**src/rtl/fetch_unit_pkg.sv**
```systemverilog
// Shared types and defaults for the instruction fetch stage.
// Optional feature macro: FETCH_FAULT_EN (adds a per-entry fetch fault bit).
package fetch_unit_pkg;

    // Default queue depth, also used by the core top when instantiating fetch.
    localparam int unsigned FETCH_DEPTH = 4;

    // One queue slot: the fetch PC, the returned word and its fill state.
    typedef struct packed {
        logic [31:0] pc;
        logic [31:0] instr;
        logic        filled;
`ifdef FETCH_FAULT_EN
        logic        fault;
`endif
    } fetch_entry_t;

    localparam fetch_entry_t ENTRY_RESET = '0;

endpackage

```
**src/rtl/fetch_unit.sv**
```systemverilog
// Instruction fetch stage: issues in-order imem requests at pc_in, pairs
// returned words with their PC in a small in-order queue and hands them to
// decode. A flush kills queued entries and turns in-flight fetches into
// discard credits so their late responses are dropped.
// Optional feature macro: FETCH_FAULT_EN (imem_rsp_err in, dec_fault out).
module fetch_unit
    import fetch_unit_pkg::*;
#(
    parameter int unsigned DEPTH = FETCH_DEPTH
) (
    input  logic        clk,
    input  logic        rst,
    input  logic [31:0] pc_in,
    output logic        pc_en,
    input  logic        flush,
    output logic        imem_req_valid,
    input  logic        imem_req_ready,
    output logic [31:0] imem_req_addr,
    input  logic        imem_rsp_valid,
    input  logic [31:0] imem_rsp_data,
`ifdef FETCH_FAULT_EN
    input  logic        imem_rsp_err,
    output logic        dec_fault,
`endif
    output logic        dec_valid,
    input  logic        dec_ready,
    output logic [31:0] dec_pc,
    output logic [31:0] dec_instr
);

    localparam int unsigned IW = $clog2(DEPTH);
    localparam int unsigned PW = IW + 1;

    fetch_entry_t entries_q [DEPTH];
    fetch_entry_t entries_d [DEPTH];

    logic [PW-1:0] alloc_ptr_q, alloc_ptr_d;
    logic [PW-1:0] fill_ptr_q,  fill_ptr_d;
    logic [PW-1:0] rd_ptr_q,    rd_ptr_d;
    logic [PW-1:0] discard_cnt_q, discard_cnt_d;

    logic [IW-1:0] alloc_idx;
    logic [IW-1:0] fill_idx;
    logic [IW-1:0] rd_idx;
    logic [PW:0]   used;
    logic          credit_ok;
    logic          issue;
    logic          rsp_drop;
    logic          rsp_fill;
    logic          not_empty;
    logic          pop;
    fetch_entry_t  head;

    assign alloc_idx = alloc_ptr_q[IW-1:0];
    assign fill_idx  = fill_ptr_q[IW-1:0];
    assign rd_idx    = rd_ptr_q[IW-1:0];

    // Occupied slots plus responses still owed to a flushed stream; one extra
    // bit keeps the sum exact.
    assign used      = {1'b0, alloc_ptr_q - rd_ptr_q} + {1'b0, discard_cnt_q};
    assign credit_ok = used < (PW+1)'(DEPTH);

    assign imem_req_valid = ~rst & credit_ok & ~flush;
    assign imem_req_addr  = pc_in;
    assign issue          = imem_req_valid & imem_req_ready;
    assign pc_en          = issue;

    assign rsp_drop = imem_rsp_valid & (discard_cnt_q != '0);
    assign rsp_fill = imem_rsp_valid & (discard_cnt_q == '0);

    assign head      = entries_q[rd_idx];
    assign not_empty = rd_ptr_q != alloc_ptr_q;
    assign dec_valid = head.filled & not_empty;
    assign dec_pc    = not_empty ? head.pc    : '0;
    assign dec_instr = not_empty ? head.instr : '0;
    assign pop       = dec_valid & dec_ready;

`ifdef FETCH_FAULT_EN
    assign dec_fault = dec_valid & head.fault;
`endif

    // Next-state for queue storage, pointers and discard credits; flush wins
    // over issue and pop, while a same-cycle response is folded into the
    // discard count instead of being written.
    always_comb begin
        entries_d     = entries_q;
        alloc_ptr_d   = alloc_ptr_q;
        fill_ptr_d    = fill_ptr_q;
        rd_ptr_d      = rd_ptr_q;
        discard_cnt_d = discard_cnt_q;

        if (flush) begin
            alloc_ptr_d   = '0;
            fill_ptr_d    = '0;
            rd_ptr_d      = '0;
            discard_cnt_d = (alloc_ptr_q - fill_ptr_q) + discard_cnt_q
                            - PW'(imem_rsp_valid);
            for (int unsigned i = 0; i < DEPTH; i++) begin
                entries_d[i].filled = 1'b0;
            end
        end else begin
            if (issue) begin
                entries_d[alloc_idx].pc     = pc_in;
                entries_d[alloc_idx].filled = 1'b0;
`ifdef FETCH_FAULT_EN
                entries_d[alloc_idx].fault  = 1'b0;
`endif
                alloc_ptr_d = alloc_ptr_q + 1'b1;
            end

            if (rsp_drop) begin
                discard_cnt_d = discard_cnt_q - 1'b1;
            end else if (rsp_fill) begin
                entries_d[fill_idx].instr  = imem_rsp_data;
                entries_d[fill_idx].filled = 1'b1;
`ifdef FETCH_FAULT_EN
                entries_d[fill_idx].fault  = imem_rsp_err;
`endif
                fill_ptr_d = fill_ptr_q + 1'b1;
            end

            if (pop) begin
                entries_d[rd_idx].filled = 1'b0;
                rd_ptr_d = rd_ptr_q + 1'b1;
            end
        end
    end

    // State registers with asynchronous active-high reset.
    always_ff @(posedge clk or posedge rst) begin
        if (rst) begin
            alloc_ptr_q   <= '0;
            fill_ptr_q    <= '0;
            rd_ptr_q      <= '0;
            discard_cnt_q <= '0;
            for (int unsigned i = 0; i < DEPTH; i++) begin
                entries_q[i] <= ENTRY_RESET;
            end
        end else begin
            alloc_ptr_q   <= alloc_ptr_d;
            fill_ptr_q    <= fill_ptr_d;
            rd_ptr_q      <= rd_ptr_d;
            discard_cnt_q <= discard_cnt_d;
            for (int unsigned i = 0; i < DEPTH; i++) begin
                entries_q[i] <= entries_d[i];
            end
        end
    end

endmodule
```
**config.mk**
```make
export PLATFORM = sky130hd
export DESIGN_NAME = fetch_unit
export DESIGN_NICKNAME = d
export VERILOG_FILES = /design/src/rtl/fetch_unit_pkg.sv /design/src/rtl/fetch_unit.sv
export SDC_FILE = /design/constraint.sdc
export NUM_CORES = 1
export LEC_CHECK = 0
export ABC_AREA = 1
export BUFFER_PORTS_ARGS = -buffer_cell sky130_fd_sc_hd__buf_2
export CORE_MARGIN = 10
export CORE_UTILIZATION = 55
export CTS_CLUSTER_SIZE = 40
export DETAILED_ROUTE_END_ITERATION = 7
export MAX_ROUTING_LAYER = met4
export PLACE_DENSITY = 0.74
export SKIP_CTS_REPAIR_TIMING = 1
export SLEW_MARGIN = 20
export SYNTH_ARGS = -nofsm -noshare
export SYNTH_HDL_FRONTEND = slang
export SYNTH_SLANG_ARGS = --single-unit
```
**constraint.sdc**
```tcl
create_clock -name clk -period 10.72 [get_ports clk]
set_input_delay 2.144 -clock clk [delete_from_list [all_inputs] [get_ports clk]]
set_output_delay 2.144 -clock clk [all_outputs]
set_load 0.05 [all_outputs]
```
### After elaboration in Yosys (flattened, before gate mapping)

Index checks and enable logic that the tools add are counted.

* word-level logic and storage cells: 95
* output and inout port bits: 99
* input bits: 70
* flip-flop bits (word level): 272

* order comparisons: 7
* $add $sub $neg: 9
* mux-type cells: 39
* bitwise operators: 12
* reduce and logical (&&, ||, !) cells: 10
* eq/ne operators: 2

Operators by type and width (count)
* 260-bit two-way mux: 6
* 260-bit bitwise mux: 5
* 65-bit demux with 2-bit select: 5
* 65-bit two-way mux: 3
* 65-bit binary-select mux with 2-bit select: 1
* 32-bit two-way mux: 2
* 33-bit two-way mux: 1
* 3-bit two-way mux: 9
* 3-bit by 1-bit adder with 3-bit output, second input constant: 3
* 3-bit >= comparator, second input constant: 3
* 3-bit by 1-bit < comparator with 1-bit output, second input constant: 3
* 2-bit NOT with 3-bit output: 3
* 2-bit nonzero test: 4
* 1-bit bitwise AND: 7
* 1-bit two-way mux: 7
* 3-bit subtractor: 2
* 3-bit by 3-bit adder with 4-bit output: 1
* 4-bit by 3-bit < comparator with 1-bit output, second input constant: 1
* 3-bit adder: 1
* 1-bit logical AND: 3
* 3-bit logical NOT: 1
* 3-bit inequality test: 1
* 3-bit nonzero test: 1
* 3-bit by 1-bit subtractor with 3-bit output: 1
* other kinds (4): 5

### Depth between registers and ports, before layout

Gate-level depths: netlist of the first run.

* depth after elaboration: 17
* depth in mapped cells: 14
* mapped depth without buffers: 14

### Least setup slack after synthesis of the first run

OpenSTA, ideal clock, no wires.

* kind: input to register
* from: in rst
* to: reg with a tool-made name
* required time: 10.590 ns
* setup time: 0.130 ns
* cell stages on the path: 8
* path buffers: 2
* slack: 1.716 ns
* data arrival time: 8.874 ns
* cell sequence: inv_1 nand2_1 nor2_1 nand4_1 buf_2 buf_2 nand2_1 o21ai_0

RTL lines
* from (decl): line fetch_unit.sv:12 `input logic rst,`

### Worst setup path after layout of the first run

* from: in flush
* to: out pc_en

* cells in the longest elaborated chain, start to end: 3

RTL lines
* from (decl): line fetch_unit.sv:15 `input logic flush,`
* 1-bit NOT: line fetch_unit.sv:63 `assign imem_req_valid = ~rst & credit_ok & ~flush;`
* 1-bit bitwise AND: line fetch_unit.sv:63
* 1-bit bitwise AND: line fetch_unit.sv:65 `assign issue = imem_req_valid & imem_req_ready;`
* to (decl): line fetch_unit.sv:14 `output logic pc_en,`

Every way passes these cells.

==> summary.md, run 1 <==
The run finished with clean final reports. The top cell types in the final layout, fill and taps aside, are 366 x sky130_fd_sc_hd__nand2_1, 288 x sky130_fd_sc_hd__o21ai_0, 270 x sky130_fd_sc_hd__dfrtp_1. Setup violations remaining at the end of the flow were counted as 0. The proportion of layout cells with a drive suffix above 1 is 0.1428, and the number of clock buffers inserted by TritonCTS is 30. A synthesized cell averages 8.039 um2. Endpoint class of the critical path: a primary output. The area growth from synthesis to layout was 13.04%; the shortest period the worst path allows was 6.089 ns.

The largest fanout on the critical path was 51. The tools report the overall overflow remaining after global route as 0. At the worst endpoint, the required time is 8.58 ns. The detailed router put a total of 14430 um of wire on met1. The routed via count divided by cell count came out at 5.375. The commonest non-fill, non-tap cell in the layout was sky130_fd_sc_hd__nand2_1. Met2 layer wire length in the routed design: 15080 um.

Critical path launch point type: an input port. The routed layout has 11.05k vias. Path category of the worst min-delay check: reg2reg. The flip-flop and latch count after synthesis works out to 272.

The tree is rooted in a sky130_fd_sc_hd__clkbuf_16. The first routing iteration left 1016 violations. Signal routing reaches up to met4. For the worst relative slew slack, the log shows 0.2432.

Once detail routing completed, the nets flagged for antenna violations numbered 0. On the final layout, the worst clock skew is 0.01415 ns. In the final routed layout, each cell accounts on average for 15.46 um.

The maximum clock rate was 0.1642 GHz; the sum of net half-perimeters after detailed placement was 18820 um. Counting tap cells, the placed design contains a total of 2002 instances. The die width is 174.7 um, and the starting density of the core is 0.5593.

The initial antenna violation count is 0, and the number of standard-cell rows in the floorplan is 56. The first TritonRoute pass finished after 5 iterations. The clock transition time at the flip-flop clock pins of the worst setup and hold paths was 0.06 ns; the largest voltage drop on the vdd net was 145.7 uV. The logs give 1638 for the synthesized netlist cell count and 0.55 ns for the insertion delay to the later sink of the worst-skew pair. The final period utilization was 0.5680; the clock sink count was 272. The die covers 30530 um2. Buffers placed on the I/O ports in this run total 168.

The run gives 1 as the H-tree depth reported by CTS. The floorplan core area is 23540 um2, and the number of pins exceeding their max-slew limit in the final report is 0. The logs give 10.99k for the via count of the first global-routing pass and 0 ns for the setup TNS. The sequential area share after synthesis is 0.5169. The slew at the pin closest to its max-slew limit is 1.135 ns.

Max-cap violations in this run came to 0. The filler-free cell count of the finished design came out at 2056. The number of warnings reported in the yosys synthesis log was 0. 169 I/O pins were placed.

0 antenna diodes ended up in the layout. At the end of routability-driven placement, the weighted congestion stood at 0.8510. For this design the static power due to leakage is 7.350 nW. Setup repair after global routing left no endpoint under its margin. Measured along the y axis, the die boundary spans 174.7 um.

The data arrival time of the critical path is 3.94 ns. After detailed routing, the met3 layer carries 1833 um of wire. Wire length of the first global-routing pass: 53890 um. TritonCTS built the clock tree.

The net count of the finished layout is 1809. For the overall fraction of global-route tracks in use, the log shows 0.2116. The run gives 0 as the post-route DRC violation count. The final wirelength is 31780 um.

The cell area that synthesis handed to floorplanning was 13170 um2. When the netlist entered floorplanning its net count stood at 1732. The tools report the worst-case clock buffer depth as 3.

The count of final hold-check violations is 0. The run gives 136 as the pin count of the biggest net entering global routing. In this run, distinct cell masters in the synthesized netlist total 25. Dividing total power by cell area gives a power density of 262.0 nW/um2. Worst setup path category: in2out.
synthesized netlist by cell type:
library cell	number	area share
sky130_fd_sc_hd__a21oi_1	102	0.039
sky130_fd_sc_hd__buf_1	9	0.0026
sky130_fd_sc_hd__buf_2	53	0.020
sky130_fd_sc_hd__buf_4	32	0.018
sky130_fd_sc_hd__clkbuf_1	46	0.013
sky130_fd_sc_hd__clkinv_1	1	0.00028
sky130_fd_sc_hd__dfrtp_1	272	0.52
sky130_fd_sc_hd__fa_1	5	0.0076
sky130_fd_sc_hd__ha_1	19	0.018
sky130_fd_sc_hd__inv_1	160	0.046
sky130_fd_sc_hd__inv_2	3	0.00086
sky130_fd_sc_hd__nand2_1	366	0.10
sky130_fd_sc_hd__nand3_1	42	0.016
sky130_fd_sc_hd__nand3b_1	2	0.0011
sky130_fd_sc_hd__nand4_1	8	0.0038
sky130_fd_sc_hd__nor2_1	146	0.042
sky130_fd_sc_hd__nor2_2	2	0.00095
sky130_fd_sc_hd__nor2_4	1	0.00086
sky130_fd_sc_hd__nor3_1	1	0.00038
sky130_fd_sc_hd__nor3_4	2	0.0025
sky130_fd_sc_hd__o211ai_1	32	0.018
sky130_fd_sc_hd__o21ai_0	288	0.11
sky130_fd_sc_hd__o21ai_1	42	0.016
sky130_fd_sc_hd__xnor2_1	3	0.0020
sky130_fd_sc_hd__xor2_1	1	0.00067
routing by layer:
metal,vias to the layer above,global-route usage
met5,-,-
met4,0,0.04062
met1,5290,0.2755
met2,336,0.3471
li1,5390,-
met3,36,0.03277
power breakdown:
group	internal [W]	switching, W	total (W)	leakage (nW)
Combinational	0.000373	0.00108	0.00145	3.45
Clock	0.000643	0.000407	0.00105	0.516
Sequential	0.00127	0.000122	0.00140	3.38
per-stage QoR:
step / area [um2] / worst slack (ns) / util / hold WS [ns] / total power [W]
6_report: 14880 / 4.631 / 0.6322 / 0.4689 / 0.003900
5_1_grt: 14880 / 4.451 / 0.6322 / 0.4920 / 0.004149
4_1_cts: 14880 / 4.617 / 0.6321 / 0.4728 / 0.003928
3_5_place_dp: 13840 / 4.609 / 0.5880 / 0.4585 / 0.002865
3_3_place_gp: 13840 / 4.611 / 0.5880 / 0.4534 / 0.002830
2_1_floorplan: 13170 / 1.062 / - / 0.4424 / 0.002525
final timing paths:
kind	slack, ns	end	cells after the start	startpoint
hold / removal	0.47	register	2	register
min in group asynchronous	1.76	fill_ptr_q[2]	2	rst
setup reg to reg	7.38	register	12	rd_ptr_q[1]
setup / recovery	4.63	pc_en	7	flush
hold reg to reg	0.47	register	2	register
max in group asynchronous	7.01	async pin	4	rst
area by class of cell:
| class | count | area [um2] |
|---|---|---|
| Fill cell | 2098 | 8658 |
| Multi-Input combinational cell | 1062 | 5039 |
| Clock buffer | 48 | 979.7 |
| Sequential cell | 272 | 6814 |
| Inverter | 164 | 623.1 |
| Tap cell | 319 | 399.1 |
| Clock inverter | 6 | 57.56 |
| Timing Repair Buffer | 185 | 972.2 |
critical path, cell delays in order:
cell and delay [ns]:
sky130_fd_sc_hd__buf_2 0.19, sky130_fd_sc_hd__inv_2 0.72, sky130_fd_sc_hd__nand2_1 0.15, sky130_fd_sc_hd__nor3_1 0.27
sky130_fd_sc_hd__nand2_1 0.10, sky130_fd_sc_hd__inv_1 0.09, sky130_fd_sc_hd__buf_2 0.27
cell families (layout without fill, tap and decap cells):
family | count (synthesis) | in the layout | share of synthesized area
DFF | 272 | 272 | 0.5169
and+or+nand+nor | 570 | 570 | 0.1715
adders and majority gates | 24 | 24 | 0.02566
AOI/OAI and AO/OA | 464 | 464 | 0.1824
xor gates and xnor gates | 4 | 4 | 0.002661
buffers and inverters | 304 | 403 | 0.1008
Power figures use the tool's default switching activity.
==> run 2: changes to the inputs <==
==> constraint.sdc (replaced) <==
create_clock -name clk -period 5.7 [get_ports clk]
set_input_delay 1.14 -clock clk [delete_from_list [all_inputs] [get_ports clk]]
set_output_delay 1.14 -clock clk [all_outputs]
set_load 0.05 [all_outputs]
==> run 2 against run 1 <==
Net effect:
- flip-flop and latch count is the same
- sequential power grew 89%
- clock skew grew 0.0017 ns
- register-to-register slack lost 5.1 ns
- first-iteration DRC count shrank 11%
- total power grew 87%
- critical path depth is the same
- clock power grew 85%
- global-route usage grew 0.42 points
- final cell count is the same
- non-clock buffer count grew 2
==> summary.md, run 2 (synthesis results as in run 1) <==
The run finished with clean final reports. The die width came out at 174.7 um (unchanged). Starting density of the core: 0.5593 (unchanged). The final wirelength was 32840 um (was 31780 um); the power per unit of standard cell area was 492.6 nW/um2 (was 262.0 nW/um2). The number of standard-cell rows in the floorplan came out at 56 (unchanged). The overall overflow remaining after global route is 0 (unchanged).

Cell class contributing the biggest share of worst-path delay: buffers and inverters (unchanged). The run gives 1 (unchanged) as the H-tree depth reported by CTS. The cell area reported after detailed placement was 13850 um2 (was 13840 um2); the final setup violation count was 0 (unchanged).

The initial detailed-routing violation count came out at 908 (was 1016). The clock sink count was 272 (unchanged). The port buffer count works out to 168 (unchanged). The run gives 0.371 (was 0.373) as the proportion of power drawn by combinational gates. The clock transition time at the flip-flop clock pins of the worst setup and hold paths was 0.06 ns (about the same); the slew at the pin closest to its max-slew limit was 1.036 ns (was 1.135 ns).

The number of ports placed on the die boundary is 169 (unchanged). Path category of the worst min-delay check: reg2reg (unchanged). The net count of the finished layout was 1810 (was 1809); the largest fanout on the critical path was 81 (was 51).

Commonest non-fill, non-tap cells in the layout: 366 x sky130_fd_sc_hd__nand2_1, 288 x sky130_fd_sc_hd__o21ai_0, 270 x sky130_fd_sc_hd__dfrtp_1 (unchanged). The critical-path cell with the highest stage delay was sky130_fd_sc_hd__dfrtp_4 (was sky130_fd_sc_hd__inv_2). The final period utilization is 0.8376. The buffering stage count on the worst path with inverters included was 3 (was 4); the count of final hold-check violations was 0 (unchanged). The height of the die came out at 174.7 um (unchanged).

The sequential group share of total power is 0.363 (was 0.358). Pin count of the biggest net entering global routing: 121 (was 136). For the share of the core filled with cells in the final layout, the log shows 0.6305 (was 0.6322). The run gives 4.56 ns (was 8.58 ns) as the data required time of the critical path.

The net switching fraction of the power is 0.4141 (was 0.4130), and the floorplan core area is 23540 um2 (unchanged). The run gives 289.1 uV (was 145.7 uV) as the largest voltage drop on the vdd net. For the via count of the first global-routing pass, the log shows 10.99k (about the same). Shortest period the worst path allows: 4.774 ns. The insertion delay to the later sink of the worst-skew pair was 0.54 ns (was 0.55 ns); the number of nets with antenna violations after routing was 0 (unchanged). For the clock network fraction of total power, the log shows 0.266 (was 0.269).

The summed area of non-filler cells in the final layout was 14840 um2 (was 14880 um2). The sum of net half-perimeters after detailed placement was 19560 um (was 18820 um); the standby leakage power was 7.319 nW (was 7.350 nW). The tools report the die area as 30530 um2 (unchanged). The routed via count divided by cell count is 5.366 (was 5.375), and the longest individual stage delay on the worst path is 1.01 ns (was 0.72 ns).

The tools report the vias after detailed routing as 11.03k (was 11.05k). The worst setup path category is reg2out (was in2out). The fill cell instance count of the final layout was 2108 (was 2098). The overall fraction of global-route tracks in use is 0.2157 (was 0.2116), and the post-route DRC violation count is 0 (unchanged).

The logs give 0.8071 (was 0.8510) for the final RePlAce weighted congestion and 0 (unchanged) for the number of maximum-capacitance violations. For the number of clock buffers inserted by TritonCTS, the log shows 29 (was 30). The critical path launch point type was a register (was an input port). The area growth from synthesis to layout works out to 12.73% (was 13.04%).

Setup repair after global routing left no endpoint under its margin. The logs give 5 (unchanged) for the total iterations of the first detailed-routing run and 54830 um (was 53890 um) for the wire length of the first global-routing pass. For the switching power, the log shows 0.003028 W (was 0.001611 W). TritonCTS built the clock tree. Library cell used as clock root buffer: sky130_fd_sc_hd__clkbuf_16 (unchanged). For the internal portion of total power, the log shows 0.004284 W (was 0.002289 W).

The logs give 0 (unchanged) for the diode insertion count for antenna repair and 0.01582 ns (was 0.01415 ns) for the final clock skew. The endpoint class of the critical path was a primary output (unchanged). The number of pins exceeding their max-slew limit in the final report is 0 (unchanged), and the initial antenna violation count is 0 (unchanged).

Post-layout total power: 0.007312 W (was 0.003900 W). The worst-case clock buffer depth is 3 (unchanged). The commonest non-fill, non-tap cell in the layout is sky130_fd_sc_hd__nand2_1 (unchanged).

Critical Path, Cell by Cell: ha_1, nand2_1, nand3b_1, inv_2, buf_4, a21oi_1, buf_2 (was buf_2, inv_2, nand2_1, nor3_1, nand2_1, inv_1, buf_2). The post-detailed-route wirelength per cell is 15.97 um (was 15.46 um). The data arrival time of the critical path was 3.63 ns (was 3.94 ns). The worst relative slew slack is 0.3092 (was 0.2432), and the proportion of layout cells with a drive suffix above 1 is 0.1399 (was 0.1428).

For this run, the top clock speed supported by timing is 0.2095 GHz. The run gives 2.33 ns (was 7.38 ns) as the flop-to-flop setup slack.
==> run 2: cell count changes in the layout (fill, tap and decap cells not counted) <==
| cell | previous run | this run |
|---|---|---|
| sky130_fd_sc_hd__clkbuf_8 | 14 | 6 |
| sky130_fd_sc_hd__clkbuf_1 | 3 | 8 |
| sky130_fd_sc_hd__bufinv_16 | 1 | 4 |
| sky130_fd_sc_hd__buf_4 | 16 | 18 |
| sky130_fd_sc_hd__clkbuf_16 | 31 | 29 |
| sky130_fd_sc_hd__clkinvlp_4 | 1 | 2 |
| sky130_fd_sc_hd__inv_8 | 1 | 0 |
==> run 2: metal layers <==
metal  track usage  part of all wire  vias to the layer above
li1              -                 -                     5393
met1        0.2825              0.45                     5224
met2        0.3464              0.47                      369
met3       0.03686             0.060                       46
met4       0.04839             0.019                        0
met5             -                 0                        -
==> run 2: worst paths after layout <==
check,cells after the start,endpoint,start
min,2,register,register
max,7,dec_instr[0],rd_ptr_q[0]
max in group asynchronous,3,async pin,rst
min in group asynchronous,2,async pin,rst
min reg2reg,2,register,register
max reg2reg,12,register,rd_ptr_q[0]
==> run 2: stage by stage <==
stage	TNS, ns	worst slack (ns)	instances	hold WS, ns
5_1_grt	0	0.6846	2056	0.4940
4_1_cts	0	0.9274	2056	0.4732
6_report	0	0.9257	2056	0.4721
3_3_place_gp	0	1.649	2004	0.4537
3_5_place_dp	0	1.509	2004	0.4586
2_1_floorplan	-29.07	-0.2668	1638	0.4424
==> run 2: tightest hold or removal path, stage by stage (launching register included) <==
cell and delay [ns]:
sky130_fd_sc_hd__dfrtp_1 0.34, sky130_fd_sc_hd__nand2_1 0.05, sky130_fd_sc_hd__nand2_1 0.05
==> run 2: area by class of cell <==
type	count	area, um2	share of cell area
repair buffers	187	987.2	0.06650
clock inverters	9	147.6	0.009946
inverters	164	619.3	0.04172
clock buffers	43	838.3	0.05647
flip-flops and latches	272	6814	0.4590
multi-input cells	1062	5039	0.3394
well taps	319	399.1	0.02689
==> run 2: power by group through the flow <==
stage	clock, W	sequential, W	combinational, W
2_1_floorplan	0	0.00258	0.00217
5_1_grt	0.00205	0.00271	0.00302
3_5_place_dp	0	0.00268	0.00272
3_3_place_gp	0	0.00267	0.00266
6_report	0.00194	0.00265	0.00272
4_1_cts	0.00197	0.00265	0.00274
